[src/rtl/mem_access_stage.sv]
// Memory-access pipeline stage: decodes loads/stores, runs one data-memory transfer at a time, registers the result.
// Optional feature: define MEM_ACCESS_MISALIGN_TRAP_EN to trap misaligned accesses instead of truncating them.
module mem_access_stage (
    input  logic        i_clk,
    input  logic        i_s_rst_n,
    input  logic        i_valid,
    output logic        o_ready,
    input  logic [31:0] i_instr_ExMem,
    input  logic [31:0] i_alu_out,
    input  logic [31:0] i_rt_data,
    output logic        o_dmem_req,
    output logic        o_dmem_we,
    output logic [3:0]  o_dmem_be,
    output logic [31:0] o_dmem_addr,
    output logic [31:0] o_dmem_wdata,
    input  logic        i_dmem_ack,
    input  logic [31:0] i_dmem_rdata,
    output logic        o_valid,
    input  logic        i_ready,
    output logic [31:0] o_instr_MemAc,
    output logic [31:0] o_Mem_out_MemAc,
    output logic        o_misalign
);

    localparam logic [5:0] OP_LB  = 6'h20;
    localparam logic [5:0] OP_LH  = 6'h21;
    localparam logic [5:0] OP_LW  = 6'h23;
    localparam logic [5:0] OP_LBU = 6'h24;
    localparam logic [5:0] OP_LHU = 6'h25;
    localparam logic [5:0] OP_SB  = 6'h28;
    localparam logic [5:0] OP_SH  = 6'h29;
    localparam logic [5:0] OP_SW  = 6'h2B;

`ifdef MEM_ACCESS_MISALIGN_TRAP_EN
    localparam logic TRAP_EN = 1'b1;
`else
    localparam logic TRAP_EN = 1'b0;
`endif

    typedef enum logic [1:0] {
        ST_IDLE     = 2'd0,
        ST_ACCESS   = 2'd1,
        ST_WAIT_OUT = 2'd2
    } state_t;

    function automatic logic is_load(input logic [5:0] op);
        case (op)
            OP_LB, OP_LH, OP_LW, OP_LBU, OP_LHU: return 1'b1;
            default:                             return 1'b0;
        endcase
    endfunction

    function automatic logic is_store(input logic [5:0] op);
        case (op)
            OP_SB, OP_SH, OP_SW: return 1'b1;
            default:             return 1'b0;
        endcase
    endfunction

    function automatic logic is_misaligned(input logic [5:0] op, input logic [1:0] low);
        case (op)
            OP_LW, OP_SW:         return (low != 2'b00);
            OP_LH, OP_LHU, OP_SH: return low[0];
            default:              return 1'b0;
        endcase
    endfunction

    // Low address bits forced to the natural alignment of the access size.
    function automatic logic [1:0] align_low(input logic [5:0] op, input logic [1:0] low);
        case (op)
            OP_LW, OP_SW:         return 2'b00;
            OP_LH, OP_LHU, OP_SH: return {low[1], 1'b0};
            default:              return low;
        endcase
    endfunction

    function automatic logic [3:0] byte_enables(input logic [5:0] op, input logic [1:0] low);
        case (op)
            OP_SB:   return 4'b0001 << low;
            OP_SH:   return low[1] ? 4'b1100 : 4'b0011;
            default: return 4'b1111;
        endcase
    endfunction

    function automatic logic [31:0] store_data(input logic [5:0] op, input logic [31:0] rt);
        case (op)
            OP_SB:   return {4{rt[7:0]}};
            OP_SH:   return {2{rt[15:0]}};
            default: return rt;
        endcase
    endfunction

    function automatic logic [31:0] load_extract(input logic [5:0] op, input logic [1:0] low,
                                                 input logic [31:0] rdata);
        logic [31:0] shifted;
        logic [15:0] half;
        shifted = rdata >> {low, 3'b000};
        half    = low[1] ? rdata[31:16] : rdata[15:0];
        case (op)
            OP_LB:   return {{24{shifted[7]}}, shifted[7:0]};
            OP_LBU:  return {24'h000000, shifted[7:0]};
            OP_LH:   return {{16{half[15]}}, half};
            OP_LHU:  return {16'h0000, half};
            default: return rdata;
        endcase
    endfunction

    state_t      state_r;
    logic        valid_r;
    logic [31:0] out_instr_r;
    logic [31:0] out_data_r;
    logic        misalign_r;
    logic        req_r;
    logic        we_r;
    logic [3:0]  be_r;
    logic [31:0] addr_r;
    logic [31:0] wdata_r;
    logic [31:0] acc_instr_r;
    logic [31:0] acc_addr_r;
    logic [1:0]  acc_low_r;
    logic [31:0] hold_instr_r;
    logic [31:0] hold_data_r;

    logic [5:0]  op_s;
    logic [5:0]  acc_op_s;
    logic [1:0]  low_s;
    logic        out_free_s;
    logic        accept_s;
    logic        is_mem_s;
    logic        trap_s;
    logic [31:0] acc_result_s;

    assign op_s       = i_instr_ExMem[31:26];
    assign acc_op_s   = acc_instr_r[31:26];
    assign low_s      = align_low(op_s, i_alu_out[1:0]);
    assign out_free_s = !valid_r || i_ready;
    assign o_ready    = (state_r == ST_IDLE) && out_free_s;
    assign accept_s   = i_valid && o_ready;
    assign is_mem_s   = is_load(op_s) || is_store(op_s);
    assign trap_s     = TRAP_EN && is_misaligned(op_s, i_alu_out[1:0]);

    // Result of the access completing this cycle: extracted load data, or the store's address.
    always_comb begin
        acc_result_s = acc_addr_r;
        if (is_load(acc_op_s)) begin
            acc_result_s = load_extract(acc_op_s, acc_low_r, i_dmem_rdata);
        end else begin
            acc_result_s = acc_addr_r;
        end
    end

    // Stage FSM, data-memory request registers and output register.
    always_ff @(posedge i_clk) begin
        if (!i_s_rst_n) begin
            state_r      <= ST_IDLE;
            valid_r      <= 1'b0;
            out_instr_r  <= 32'h0000_0000;
            out_data_r   <= 32'h0000_0000;
            misalign_r   <= 1'b0;
            req_r        <= 1'b0;
            we_r         <= 1'b0;
            be_r         <= 4'b0000;
            addr_r       <= 32'h0000_0000;
            wdata_r      <= 32'h0000_0000;
            acc_instr_r  <= 32'h0000_0000;
            acc_addr_r   <= 32'h0000_0000;
            acc_low_r    <= 2'b00;
            hold_instr_r <= 32'h0000_0000;
            hold_data_r  <= 32'h0000_0000;
        end else begin
            misalign_r <= 1'b0;
            // Drain; any load of the output register below takes priority.
            if (valid_r && i_ready) begin
                valid_r <= 1'b0;
            end
            case (state_r)
                ST_IDLE: begin
                    if (accept_s && !is_mem_s) begin
                        out_instr_r <= i_instr_ExMem;
                        out_data_r  <= i_alu_out;
                        valid_r     <= 1'b1;
                    end else if (accept_s && trap_s) begin
                        out_instr_r <= 32'h0000_0000;
                        out_data_r  <= 32'h0000_0000;
                        valid_r     <= 1'b1;
                        misalign_r  <= 1'b1;
                    end else if (accept_s) begin
                        acc_instr_r <= i_instr_ExMem;
                        acc_addr_r  <= i_alu_out;
                        acc_low_r   <= low_s;
                        req_r       <= 1'b1;
                        we_r        <= is_store(op_s);
                        be_r        <= byte_enables(op_s, low_s);
                        addr_r      <= {i_alu_out[31:2], 2'b00};
                        wdata_r     <= store_data(op_s, i_rt_data);
                        state_r     <= ST_ACCESS;
                    end
                end
                ST_ACCESS: begin
                    if (i_dmem_ack) begin
                        req_r <= 1'b0;
                        we_r  <= 1'b0;
                        if (out_free_s) begin
                            out_instr_r <= acc_instr_r;
                            out_data_r  <= acc_result_s;
                            valid_r     <= 1'b1;
                            state_r     <= ST_IDLE;
                        end else begin
                            hold_instr_r <= acc_instr_r;
                            hold_data_r  <= acc_result_s;
                            state_r      <= ST_WAIT_OUT;
                        end
                    end
                end
                ST_WAIT_OUT: begin
                    if (out_free_s) begin
                        out_instr_r <= hold_instr_r;
                        out_data_r  <= hold_data_r;
                        valid_r     <= 1'b1;
                        state_r     <= ST_IDLE;
                    end
                end
                default: begin
                    state_r <= ST_IDLE;
                end
            endcase
        end
    end

    assign o_valid         = valid_r;
    assign o_instr_MemAc   = out_instr_r;
    assign o_Mem_out_MemAc = out_data_r;
    assign o_misalign      = misalign_r;
    assign o_dmem_req      = req_r;
    assign o_dmem_we       = we_r;
    assign o_dmem_be       = be_r;
    assign o_dmem_addr     = addr_r;
    assign o_dmem_wdata    = wdata_r;

endmodule

[config.mk]
export PLATFORM = sky130hd
export DESIGN_NAME = mem_access_stage
export DESIGN_NICKNAME = d
export VERILOG_FILES = /design/src/rtl/mem_access_stage.sv
export SDC_FILE = /design/constraint.sdc
export NUM_CORES = 1
export LEC_CHECK = 0
export CELL_PAD_IN_SITES_DETAIL_PLACEMENT = 0
export CELL_PAD_IN_SITES_GLOBAL_PLACEMENT = 1
export CORE_UTILIZATION = 35
export CTS_CLUSTER_DIAMETER = 60
export CTS_CLUSTER_SIZE = 14
export DETAILED_ROUTE_END_ITERATION = 6
export GPL_TIMING_DRIVEN = 0
export PLACE_DENSITY_LB_ADDON = 0.1
export SETUP_SLACK_MARGIN = 0.15
export SYNTH_ARGS = -nofsm -noshare
export SYNTH_HDL_FRONTEND = slang
export SYNTH_SLANG_ARGS = --single-unit
[constraint.sdc]
create_clock -name i_clk -period 4.45 [get_ports i_clk]
set_input_delay 0.6675 -clock i_clk [delete_from_list [all_inputs] [get_ports i_clk]]
set_output_delay 0.6675 -clock i_clk [all_outputs]
set_load 0.005 [all_outputs]
==> flow_summary.json, run 1 <==
{
  "gp_congestion": 0.911,
  "ys_warn_count": 0,
  "syn_inst": 1419,
  "critPathMostFrequentCell": "clkbuf_1",
  "yosys_register_bits": 235,
  "cts-root-to-sink-buffers": 3,
  "p_total_w": 0.00648,
  "failed_checks": "design-rule violations",
  "p_clk_share_pct": 32.5,
  "ys_types": 57,
  "die_area_mm2": 0.0322,
  "avgSynthCellArea_um2": 7.78,
  "post_cts_resized": 0,
  "post_detailed_routing_wire_length_um": 44100,
  "synth_top_area_share_pct": 42.6,
  "mappedNetlistArea_mm2": 0.0110,
  "max_h_tree_level": 1,
  "met3RoutedLength_um": 2670,
  "post-route-worst-setup-slack_ns": 1.52,
  "cts_root_buf": "clkbuf_16",
  "outcome": "finished with violations",
  "numCtsBuffers": 25,
  "r2r_cells": 8,
  "detailroute.via_count": 11418,
  "final_min_period_over_clock_period_pct": 65.9,
  "gr_overflow_total": 0,
  "r2r_setup_slack_ns": 1.75,
  "post_detailed_route_via_to_cell_ratio": 5.38,
  "switching_share_pct": 32.8,
  "cts_setup_buffers": 0,
  "final_net_count": 1851,
  "remaining_drc_errors": 19,
  "synthArstFlopShare_pct": 0,
  "synth-seq-area-share_pct": 42.6,
  "worst_path_largest_cell_delay_ns": 0.52,
  "synth-edff-count": 0,
  "yosys_most_used_dff": "dfxtp_1",
  "largest_cells_by_area_after_synthesis": "dfxtp_1, nand2_1, a21oi_1, mux2i_1, a221o_1",
  "finalHoldViolations": 0,
  "met1_length_um": 20100,
  "io_buffer_count": 265,
  "cts.clk_slew.worst_paths_ns": 0.06,
  "sequentialPowerShare_pct": 37.6,
  "end_kind": "register",
  "critPathSlowestCell": "clkbuf_1",
  "floorplan.initialDensity_pct": 35.8,
  "worst_case_vdd_ir_drop_mv": 0.277,
  "worstPathMaxFanout": 10,
  "maxCapViolCount": 0,
  "r2r_start": "state_r[1]",
  "grt_first_pass_wirelength_um": 67000,
  "dr_wl_met2_um": 20200,
  "yosysTopAreaCell": "dfxtp_1",
  "net-switching-power_w": 0.00213,
  "powerDensity_mw_per_mm2": 433,
  "crit_path_start": "i_instr_ExMem[30]",
  "n_antenna_cell": 0,
  "fin_tns_setup_ns": 0,
  "p_comb_share_pct": 29.9,
  "clock_insertion_delay_worst_skew_ns": 0.53,
  "syn2layout_area_growth_pct": 35.8,
  "drt_first_iter_violations": 895,
  "crit_path_end": "o_dmem_wdata[22]",
  "timing.rr.end": "hold_data_r[17]",
  "top_sig_layer": "met4",
  "grt_pass1_vias": 10863,
  "fillers": 3086,
  "grt_util_all_layers_pct": 26.7,
  "rsz_0062_raised_after_global_routing": "false",
  "core_area_mm2": 0.0308,
  "critical_path.cell_chain": "clkdlybuf4s50_1 > nand2b_1 > a21oi_1 > and3_1 > clkbuf_1 > buf_2 > clkbuf_1 > a211oi_1",
  "ant_nets": 0,
  "holdBufCountCts": 0,
  "worstSetupPathType": "in2reg",
  "power.static_leakage_nw": 5.28,
  "post-place-ws_ns": 0.956,
  "hold_path.class": "reg2reg",
  "grt_start_max_net_pins": 15,
  "cp_data_required_time_ns": 4.83,
  "drt_pre_antenna_iters": 7,
  "antenna_found_initial": 0,
  "setup_violations": 0,
  "post_route_cells_drive_above_1_share_pct": 6.37,
  "internal_power_w": 0.00435,
  "worst-slew-pin-transition_ns": 0.911,
  "final-max-slew-violation-count": 0,
  "placementRows": 64,
  "max_slew_margin_pct": 39.3,
  "clock_sinks": 235,
  "avgRoutedWirePerCell_um": 20.8,
  "layout_min_cycle_time_ns": 2.93,
  "achievable_freq_mhz": 341,
  "clock_tree_from_tritoncts": "yes",
  "die_width_um": 180,
  "worstSetupStartpointType": "input pin",
  "critical_path_arrival_ns": 3.31,
  "finalClockSkew_ns": 0.00977,
  "place.detailed.hpwl_um": 32800,
  "boundaryPins": 270,
  "die_height_um": 180
}
==> routing by layer <==
metal | vias up | track usage, %
met1 | 5445 | 36.8
met4 | 0 | 6.97
met5 | - | 0
met3 | 54 | 3.91
li1 | 5500 | -
met2 | 419 | 43.7
==> cells by family after synthesis <==
kind of cell	after synthesis	synth area share, %
AND/OR/NAND/NOR	542	21.1
AO/OA/AOI/OAI	415	23.9
flip-flops	235	42.6
buffers and inverters	175	7.41
multiplexers	46	4.33
adder cells (fa/ha/maj)	5	0.567
other	1	0.0340
==> flip-flops by register name (all words and copies together) (netlist names) <==
signal,cells
o_dmem_wdata,32
o_valid,1
acc_addr_r,32
o_dmem_we,1
o_dmem_be,4
hold_data_r,32
o_Mem_out_MemAc,32
o_instr_MemAc,32
acc_instr_r,32
hold_instr_r,32
state_r,2
o_dmem_req,1
acc_low_r,2
==> layout make-up <==
cell class                      instances  area, um2  area share (%)
Clock buffer                           31        688            4.59
Multi-Input combinational cell       1011       5520            36.8
Timing Repair Buffer                  265       2650            17.7
Buffer                                157        749            5.00
Inverter                               18       67.6           0.451
Sequential cell                       235       4700            31.4
Clock inverter                         10        110           0.735
Tap cell                              396        495            3.31
==> metrics by stage <==
stage | hold WS (ns) | cell area (um2) | util, % | std cells
floorplan | 0.431 | 11000 | - | 1421
global placement | 0.437 | 14200 | 46.0 | 2082
detailed placement | 0.446 | 14200 | 46.0 | 2082
CTS | 0.455 | 15000 | 48.6 | 2123
global route | 0.472 | 15000 | 48.6 | 2123
finish | 0.451 | 15000 | 48.6 | 2123
==> power groups by stage <==
stage,logic (W),clock network [W],registers (W)
after detailed placement,0.00193,0,0.00248
after CTS,0.00194,0.00214,0.00244
after floorplan,0.000937,0,0.00247
final,0.00194,0.00211,0.00244
after global placement,0.00192,0,0.00248
after global routing,0.00209,0.00223,0.00246
==> cell usage in the layout, fill, tap and decap left out, drive strengths merged, types with 3 or more instances in the layout <==
cell           synthesis  routed
a211oi                21      21
a21o                   4       4
a21oi                197     197
a221o                 38      38
a221oi                 5       5
a31oi                 23      23
a32oi                  3       3
and3                   6       6
buf                   60      60
clkbuf                97     128
clkdlybuf4s50          0     265
clkinv                 0       6
conb                   1       3
dfxtp                235     235
ha                     5       5
inv                   18      19
mux2                   4       4
mux2i                 41      41
nand2                365     365
nand2b                28      28
nand3                 54      54
nor2                  60      60
nor2b                  7       7
nor3                   6       6
o211ai                49      49
o21ai                 35      35
o22ai                  5       5
o31ai                 16      16
o32ai                  7       7
==> cells in the mapped netlist, types with 2 or more instances <==
master    instances
a32oi_1           3
mux2_2            4
o31ai_1          16
o211ai_1         49
ha_1              5
nand2b_1         28
nor3_1            5
a22o_1            2
o21ai_1           2
inv_1            18
o21a_1            2
o21ai_0          32
buf_1             5
buf_2            20
o32ai_1           7
clkbuf_1         97
a211oi_1         21
a221oi_1          4
and3_1            6
mux2i_1          41
o311ai_0          2
dfxtp_1         235
nand3b_1          2
nand2_1         365
o22ai_1           5
nand4_1           2
buf_4            34
a221o_1          38
a21o_1            4
nor2_1           60
or3b_2            2
or3_1             2
nand3_1          54
a31oi_1          23
nor2b_1           7
a21oi_1         196
==> worst min-delay path by stage <==
| stage | from | to | slack, ns | depth (start not counted) |
|---|---|---|---|---|
| after detailed placement | o_dmem_wdata[6] | o_dmem_wdata[6] | 0.45 | 2 |
| after CTS | o_dmem_wdata[6] | o_dmem_wdata[6] | 0.45 | 2 |
| after global routing | hold_data_r[2] | hold_data_r[2] | 0.47 | 2 |
| after global placement | hold_data_r[2] | hold_data_r[2] | 0.44 | 2 |
| final | o_instr_MemAc[12] | o_instr_MemAc[12] | 0.45 | 2 |
| after floorplan | acc_addr_r[1] | acc_addr_r[1] | 0.43 | 2 |
==> critical path: cells and delay by family <==
family          cells  cell delay, ns
compound gates      2            0.54
simple gates        2            0.47
buf+inv             4            1.62
No activity file was read; power rests on OpenSTA's default activity.
==> run 2: changes to the inputs <==
Clock period 4.45 ns to 2.7 ns, I/O delays scaled along.
==> flow_summary.json, run 2 (same netlist as run 1, synthesis figures left out) <==
{
  "outcome": "finished with violations",
  "failed_checks": "design-rule violations",
  "max_slew_margin_pct": 43.2,
  "sink_of_the_worst_hold_path": "o_instr_MemAc[12]",
  "worstSetupPathType": "reg2out",
  "post-place-ws_ns": -0.531,
  "post_detailed_route_via_to_cell_ratio": 5.38,
  "final.hold.worst_slack_ns": 0.451,
  "placement.cell_area_mm2": 0.0142,
  "critical_path.cell_chain": "inv_1 > ha_1 > and2_1 > clkdlybuf4s50_1",
  "achievable_freq_mhz": 412,
  "r2r_setup_slack_ns": 0.32,
  "grt_first_pass_wirelength_um": 67100,
  "finalHoldViolations": 0,
  "final_min_period_over_clock_period_pct": 89.9,
  "placementRows": 64,
  "fillers": 3083,
  "hold_path.class": "reg2reg",
  "r2r_start": "acc_instr_r[26]",
  "cts_root_buf": "clkbuf_16",
  "end_kind": "output pin",
  "setup_violations": 0,
  "numCtsBuffers": 25,
  "post_detailed_routing_wire_length_um": 44300,
  "place.detailed.hpwl_um": 32800,
  "detailroute.via_count": 11463,
  "final-max-slew-violation-count": 0,
  "cp_data_required_time_ns": 2.30,
  "final_net_count": 1858,
  "timing.rr.end": "o_Mem_out_MemAc[1]",
  "grt_util_all_layers_pct": 26.7,
  "clock_sinks": 235,
  "core_area_mm2": 0.0308,
  "final_area_mm2": 0.0151,
  "power.static_leakage_nw": 5.41,
  "holdBufCountCts": 0,
  "worst_path_largest_cell_delay_ns": 0.56,
  "drt_first_iter_violations": 909,
  "timing.hold.worst_path_depth": 2,
  "die_width_um": 180,
  "clock_tree_from_tritoncts": "yes",
  "io_buffer_count": 265,
  "powerDensity_mw_per_mm2": 712,
  "post_route_cells_drive_above_1_share_pct": 8.42,
  "worst_case_vdd_ir_drop_mv": 0.454,
  "finalClockSkew_ns": 0.0112,
  "drt_pre_antenna_iters": 7,
  "ant_nets": 0,
  "worstPathMaxFanout": 6,
  "gr_overflow_total": 0,
  "rsz_0062_raised_after_global_routing": "false",
  "critical_path_arrival_ns": 2.02,
  "die_height_um": 180,
  "floorplan.initialDensity_pct": 35.8,
  "r2r_cells": 6,
  "worstSetupStartpointType": "register",
  "layout_min_cycle_time_ns": 2.43,
  "cts.clk_slew.worst_paths_ns": 0.06,
  "boundaryPins": 270,
  "hold_path_startpoint": "o_instr_MemAc[12]",
  "final_common_cell": "nand2_1",
  "maxCapViolCount": 0,
  "avgRoutedWirePerCell_um": 20.8,
  "post-route-worst-setup-slack_ns": 0.273,
  "grt_start_max_net_pins": 15,
  "remaining_drc_errors": 18,
  "critPathSlowestCell": "clkdlybuf4s50_1",
  "die_area_mm2": 0.0322,
  "gp_congestion": 0.911,
  "antenna_found_initial": 0,
  "max_h_tree_level": 1,
  "top_library_cells_by_usage_in_the_layout_fill_and_taps_aside": "nand2_1, clkdlybuf4s50_1, dfxtp_1",
  "syn2layout_area_growth_pct": 37.0,
  "cts-root-to-sink-buffers": 3,
  "worst-slew-pin-transition_ns": 0.852,
  "grt_pass1_vias": 10861,
  "fin_tns_setup_ns": 0,
  "n_antenna_cell": 0,
  "clock_insertion_delay_worst_skew_ns": 0.53
}
-- run 2: cell type report --
class / count / area (um2) / area share [%]
Buffer: 157 / 790 / 5.22
Clock buffer: 31 / 688 / 4.55
Clock inverter: 10 / 110 / 0.728
Inverter: 18 / 67.6 / 0.447
Multi-Input combinational cell: 1011 / 5540 / 36.7
Sequential cell: 235 / 4700 / 31.1
Tap cell: 396 / 495 / 3.28
Timing Repair Buffer: 272 / 2720 / 18.0
-- run 2: routing by layer --
layer / vias to the layer above / part of all wire, % / track usage [%]
met3: 56 / 5.9 / 3.89
met4: 0 / 2.5 / 7.14
met5: - / 0 / 0
met2: 386 / 46 / 43.5
li1: 5520 / - / -
met1: 5501 / 46 / 36.9
-- run 2: power by group --
group / total (W) / switching, W / internal, W / leakage [nW]
Combinational: 0.00326 / 0.00183 / 0.00143 / 3.11
Clock: 0.00348 / 0.00149 / 0.00199 / 0.396
Sequential: 0.00402 / 0.000213 / 0.00380 / 1.91
Total: 0.0108 / 0.00354 / 0.00723 / 5.41
-- run 2: worst max-delay path by stage --
stage	from	slack (ns)	to
floorplan	acc_low_r[1]	0.74	o_Mem_out_MemAc[15]
global placement	i_instr_ExMem[26]	-0.54	o_dmem_wdata[22]
detailed placement	i_instr_ExMem[26]	-0.53	o_dmem_wdata[16]
CTS	state_r[1]	0.08	o_Mem_out_MemAc[31]
global route	acc_instr_r[31]	0.16	o_Mem_out_MemAc[13]
finish	state_r[0]	0.27	o_ready
-- run 2: worst max-delay path: cells and delay by family (launching register included) --
family | cells | cell delay [ns]
adder cells (fa/ha/maj) | 1 | 0.28
buffers and inverters | 2 | 0.67
AND/OR/NAND/NOR | 1 | 0.20
flip-flops | 1 | 0.34
-- run 2: stage by stage --
| step | total power (W) | std cells | util [%] |
|---|---|---|---|
| after floorplan | 0.00561 | 1421 | - |
| after global placement | 0.00726 | 2082 | 46.0 |
| after detailed placement | 0.00726 | 2082 | 46.0 |
| after CTS | 0.0107 | 2123 | 48.7 |
| after global routing | 0.0112 | 2130 | 49.0 |
| final | 0.0108 | 2130 | 49.0 |
-- run 2: timing repair --
item / in CTS / in global routing
pin swaps: 0 / 1
setup buffers: 0 / 7
setup endpoints to repair: 89 / 177
gates resized for setup: 10 / 43
